`src/rtl/core_dbg_regfile.sv`:
```
// core_dbg_regfile -- debug-port register file for a CPU core.
//
// Register map:
//   0  CTRL    bit0 HALT (level, r/w), bit1 RESUME (write-1 pulse), bit2 STEP
//              (write-1 pulse); everything else reads 0.
//   1  STATUS  read-only; bit0 = core_halted at the access cycle.
//   2.. NUM_REGS-1  scratch registers, byte-strobed read/write.
//
// Optional feature (macro CORE_DBG_ACCESS_CNT_EN): STATUS[31:16] is a
// saturating 16-bit count of accepted, error-free accesses. It is cleared by
// reset or by a CTRL write with byte 3 strobed and bit31 set, and a STATUS
// read returns the count from before that read. The feature needs
// DATA_WIDTH >= 32. With the macro undefined, STATUS[31:16] reads 0 and no
// counter logic is built.
//
// Ports:
//   clk, rst_n        clock, asynchronous active-low reset
//   dbg_req           one-cycle access request
//   dbg_wr_rd         1 = write, 0 = read
//   dbg_addr          register index
//   dbg_wdata         write data
//   dbg_wstrobe       per-byte write enables
//   dbg_rdata         read data; holds its value between reads
//   dbg_rd_ready      one-cycle pulse, one cycle after a read request
//   dbg_err           one-cycle pulse, one cycle after a failed access
//   core_halted       halted status from the core
//   core_halt_req     level halt request (the CTRL.HALT bit)
//   core_resume_req   one-cycle resume pulse
//   core_step_req     one-cycle single-step pulse
module core_dbg_regfile #(
    parameter int ADDR_WIDTH = 5,
    parameter int DATA_WIDTH = 32,
    parameter int NUM_REGS   = 32
) (
    input  logic                    clk,
    input  logic                    rst_n,
    input  logic                    dbg_req,
    input  logic                    dbg_wr_rd,
    input  logic [ADDR_WIDTH-1:0]   dbg_addr,
    input  logic [DATA_WIDTH-1:0]   dbg_wdata,
    input  logic [DATA_WIDTH/8-1:0] dbg_wstrobe,
    output logic [DATA_WIDTH-1:0]   dbg_rdata,
    output logic                    dbg_rd_ready,
    output logic                    dbg_err,
    input  logic                    core_halted,
    output logic                    core_halt_req,
    output logic                    core_resume_req,
    output logic                    core_step_req
);
    localparam int NB = DATA_WIDTH / 8;

    // Scratch storage only; CTRL keeps just the HALT flop and STATUS is
    // assembled live, so indices 0 and 1 are never allocated.
    logic [DATA_WIDTH-1:0] scratch [2:NUM_REGS-1];
    logic                  halt_q;

    logic in_range, is_ctrl, is_status;
    logic acc_err, acc_ok, wr_ok, rd_req, ctrl_wr;
    logic [DATA_WIDTH-1:0] status_val, rd_val;

    assign in_range  = 32'(dbg_addr) < NUM_REGS;
    assign is_ctrl   = (dbg_addr == '0);
    assign is_status = (dbg_addr == ADDR_WIDTH'(1));

    assign acc_err = dbg_req & (~in_range | (dbg_wr_rd & is_status));
    assign acc_ok  = dbg_req & ~acc_err;
    assign wr_ok   = acc_ok & dbg_wr_rd;
    assign rd_req  = dbg_req & ~dbg_wr_rd;
    assign ctrl_wr = wr_ok & is_ctrl & dbg_wstrobe[0];

    assign core_halt_req = halt_q;

`ifdef CORE_DBG_ACCESS_CNT_EN
    logic [15:0] acc_cnt;
    logic        cnt_clr;

    assign cnt_clr = wr_ok & is_ctrl & dbg_wstrobe[3] & dbg_wdata[31];

    always_ff @(posedge clk or negedge rst_n) begin
        if (!rst_n)                           acc_cnt <= '0;
        else if (cnt_clr)                     acc_cnt <= '0;
        else if (acc_ok && acc_cnt != 16'hFFFF) acc_cnt <= acc_cnt + 16'd1;
    end
`endif

    always_comb begin
        status_val    = '0;
        status_val[0] = core_halted;
`ifdef CORE_DBG_ACCESS_CNT_EN
        status_val[31:16] = acc_cnt;
`endif
    end

    always_comb begin
        rd_val = '0;
        if (in_range) begin
            if (is_ctrl)        rd_val[0] = halt_q;
            else if (is_status) rd_val    = status_val;
            else                rd_val    = scratch[dbg_addr];
        end
    end

    always_ff @(posedge clk or negedge rst_n) begin
        if (!rst_n) begin
            dbg_rdata       <= '0;
            dbg_rd_ready    <= 1'b0;
            dbg_err         <= 1'b0;
            halt_q          <= 1'b0;
            core_resume_req <= 1'b0;
            core_step_req   <= 1'b0;
            for (int i = 2; i < NUM_REGS; i++) scratch[i] <= '0;
        end else begin
            dbg_rd_ready    <= rd_req;
            dbg_err         <= acc_err;
            core_resume_req <= 1'b0;
            core_step_req   <= 1'b0;
            // Failed reads still complete, returning 0.
            if (rd_req) dbg_rdata <= acc_err ? '0 : rd_val;
            if (ctrl_wr) begin
                halt_q <= dbg_wdata[0];
                // STEP outranks RESUME; RESUME also needs HALT written 0.
                core_step_req   <= dbg_wdata[2] & core_halted;
                core_resume_req <= dbg_wdata[1] & ~dbg_wdata[2] & ~dbg_wdata[0] & core_halted;
            end
            if (wr_ok && !is_ctrl && !is_status) begin
                for (int b = 0; b < NB; b++)
                    if (dbg_wstrobe[b]) scratch[dbg_addr][b*8 +: 8] <= dbg_wdata[b*8 +: 8];
            end
        end
    end
endmodule
```
`config.mk`:
```
export PLATFORM = sky130hd
export DESIGN_NAME = core_dbg_regfile
export DESIGN_NICKNAME = d
export VERILOG_FILES = /design/src/rtl/core_dbg_regfile.sv
export SDC_FILE = /design/constraint.sdc
export NUM_CORES = 1
export LEC_CHECK = 0
export BUFFER_PORTS_ARGS = -buffer_cell sky130_fd_sc_hd__buf_4
export CAP_MARGIN = 20
export CORE_ASPECT_RATIO = 1.4
export CORE_MARGIN = 1
export CORE_UTILIZATION = 30
export DETAILED_ROUTE_END_ITERATION = 16
export PLACE_DENSITY = 0.46
export SYNTH_ARGS = -nofsm -noshare
export SYNTH_HDL_FRONTEND = slang
export SYNTH_SLANG_ARGS = --single-unit
```
`constraint.sdc`:
```
create_clock -name clk -period 1.3 [get_ports clk]
set_input_delay 0.065 -clock clk [delete_from_list [all_inputs] [get_ports clk]]
set_output_delay 0.065 -clock clk [all_outputs]
set_load 0.005 [all_outputs]
```
==> reports/qor.txt <==
CTS Buffer Depth - 3
Sum Neg Setup Slack - -6.92 ns
Port Buffer Count - 82
Ys Warns - 0
Worst slew pin tran - 0.758 ns
Post-Synth Adder-Cell Area - 0%
Largest family of logic cells by synthesized area - multiplexers
Register area share after synthesis - 55.2%
Hold path depth - 4
Full die area - 152000 um^2
RSZ-0062 raised after global routing - true
Largest net degree at the start of global routing - 103
Syn_nets - 3315
Share of the synthesized area in the top cell type - 55.2%
Reg2reg setup slack - -0.31 ns
Hold Vio Cnt, Final - 0
Hold Path Origin - dbg_wstrobe[1]
Slew Viols, Final - 0
Area leader, netlist - dfrtp_1
DR vias - 28932
Cells after Synth - 3269
Pwr dens - 1280 nW/um^2
Residual DRC - 0
Area delta synth->final - 29.4%
Post-synth top flop - dfrtp_1
Crit path max fanout - 2
Max Fclk - 622 MHz
Worst Hold Endpoint - scratch[429]$_DFFE_PN0P_
Final Net Count - 3782
Startpoint types - register
CTS sink cnt - 997
Num CTS Buffers - 103
Drt wl/cell - 26.1 um
Post-synth EDFFs - 0
GRT overflow - 0
Relative slew slack - 49.5%
Initial Util - 30.2%
Ys async rst share - 100%
Syn Area/Cell - 13.8 um^2
Leak - 27.6 nW
Total GRT Usage - 20.1%
Die X - 330 um
Filler cells - 14273
Via/cell ratio - 5.01
Critical path capture point type - register
WP data arrival - 2.20 ns
Routed WL - 151 mm
First-pass GRT wire length - 223 mm
Yosys reg bits - 997
Worst Reg-to-Reg Cells - 6
Final core occ - 39.1%
Core area - 150000 um^2
Post-DP HPWL - 103 mm
Final Cycle Share - 124%
Mux contribution to synthesized area - 34.5%
Maximum VDD drop - 0.000946 V
FP Rows - 168
Maxcap violations - 0
Hold_ws - 0.0694 ns
Simple-gate portion of the synthesized area - 4.25%
Initial antenna violation count - 8
Die Ht - 461 um
Boundary Pins - 83
TritonCTS clock tree - done
DRT Pass-1 Iters - 4
Final Wtd Congestion - 0.799
Final Skew - 0.0220 ns
Failing checks - setup timing
Vias in the first global route - 31328
Share of cells above drive strength 1 - 52.8%
Setup WS post-layout - -0.307 ns
Crit Reg-Reg Endpoint - dbg_rdata[6]$_DFFE_PN0P_
Post-layout min period - 1.61 ns
Worst hold path type - primary input to register
Synth Area in XOR/XNOR - 0%
Reg2Reg Launch Point - scratch[646]$_DFFE_PN0P_
Clk root buf - clkbuf_16
Ranking of synthesized cells by area - dfrtp_1 (55%), mux2_2 (24%), mux2i_1 (11%)
Final setup fails - 63
DR iter-0 viols - 1452
Synth Area in Compound Gates - 3.76%
Detail Route Antenna Nets - 0
Post-synth cell types - 42
Reg clk slew, reported paths - 0.06 ns
Synthesized area - 45200 um^2
Number of H-tree levels - 3
CP required - 1.89 ns
Kind of critical path - register to register
Status - finished with violations
Pwr Total - 74.9 mW
Worst-Skew Late Latency - 0.71 ns
## cell usage after synthesis (all sizes together) (4+ instances only)
| cell | n |
|---|---|
| nor2 | 129 |
| o22ai | 224 |
| clkbuf | 204 |
| nor4 | 65 |
| a22o | 31 |
| or2 | 4 |
| or4b | 4 |
| nand3 | 16 |
| nand4b | 4 |
| buf | 41 |
| mux2i | 479 |
| nand2 | 78 |
| dfrtp | 997 |
| mux2 | 961 |
## cell usage in the layout (no fill, tap or decap), types with 3 or more instances in the layout
cell,instances
nor2_4,15
nand3_2,10
clkbuf_1,14
mux2_4,16
mux2i_4,4
nand3_1,6
clkbuf_8,22
or4b_4,3
or4bb_2,3
nor4_4,22
nor2_2,82
buf_6,39
clkinvlp_4,6
a22o_1,31
o22ai_1,165
buf_12,167
nor4_2,21
dfrtp_2,15
and3_1,3
o22ai_4,7
nor3b_4,3
o22ai_2,52
bufinv_16,12
nor2_1,32
nand2_1,43
dfrtp_1,982
buf_4,361
nor4_1,22
nand4b_1,4
dlygate4sd3_1,39
nand2_2,28
nand4bb_2,3
mux2i_2,28
clkbuf_16,108
clkinv_2,26
nand2_4,7
mux2i_1,447
mux2_2,945
## routing by layer
layer	up-vias	wire, um	global-route usage, %
li1	12928	-	-
met1	15388	66100	26.0
met2	438	75700	34.4
met3	178	4410	2.48
met4	0	4570	6.56
met5	-	0	0
## sequential cells by signal, indices dropped and copies added, names as in the netlist
name             count
core_resume_req      1
core_halt_req        1
dbg_err              1
dbg_rd_ready         1
dbg_rdata           32
core_step_req        1
scratch            960
## per-stage QoR
step                instance area [um^2]  setup slack (ns)  std cells
finish                             58500            -0.307       5777
global placement                   53200             -1.37       5534
global route                       58500            -0.377       5777
CTS                                58100            -0.367       5765
floorplan                          46500            -0.314       3269
detailed placement                 53200             -1.33       5534
## logic make-up after synthesis
kind of cell,after synthesis
mux,1440
flops,997
simple gates,328
compound gates,258
buf+inv,246
## worst max-delay path by stage
stage	from	to	slack (ns)	cells past startpoint
floorplan	dbg_addr[0]	scratch[616]$_DFFE_PN0P_	-0.31	7
global placement	dbg_addr[1]	dbg_rdata[6]$_DFFE_PN0P_	-1.37	9
detailed placement	dbg_addr[1]	dbg_rdata[6]$_DFFE_PN0P_	-1.33	10
CTS	scratch[646]$_DFFE_PN0P_	dbg_rdata[6]$_DFFE_PN0P_	-0.37	6
global route	scratch[646]$_DFFE_PN0P_	dbg_rdata[6]$_DFFE_PN0P_	-0.38	6
finish	scratch[646]$_DFFE_PN0P_	dbg_rdata[6]$_DFFE_PN0P_	-0.31	6
## where the power goes
part	switching, mW	internal (mW)	total [mW]
Combinational	3.98	4.23	8.22
Sequential	1.42	33.5	35.0
Clock	13.0	18.8	31.8
Total	18.4	56.5	74.9
## cell type report
class	count	area, um^2	area share [%]
Antenna cell	1	2.50	0.00428
Clock inverter	46	561	0.958
Timing Repair Buffer	607	6900	11.8
Tap cell	1955	2450	4.18
Multi-Input combinational cell	2026	20600	35.2
Sequential cell	997	25000	42.7
Clock buffer	144	3060	5.23
Inverter	1	3.75	0.00641
## critical path, cell delays in order, from the launching register on
cell and delay [ns]:
dfrtp_1 0.37, mux2i_1 0.19, o22ai_2 0.13, nor4_4 0.42, buf_4 0.18, nand2_2 0.03
a22o_1 0.17
## timing repair
item                                    4_1_cts  5_1_grt
buffers inserted                             15       12
pin swaps                                    87       51
hold buffers                                 39        0
gates resized for setup                     165       76
endpoints found under the setup margin      109      242
endpoints found under the hold margin      1964        0
Note: power is estimated with default switching activity, not from simulation.
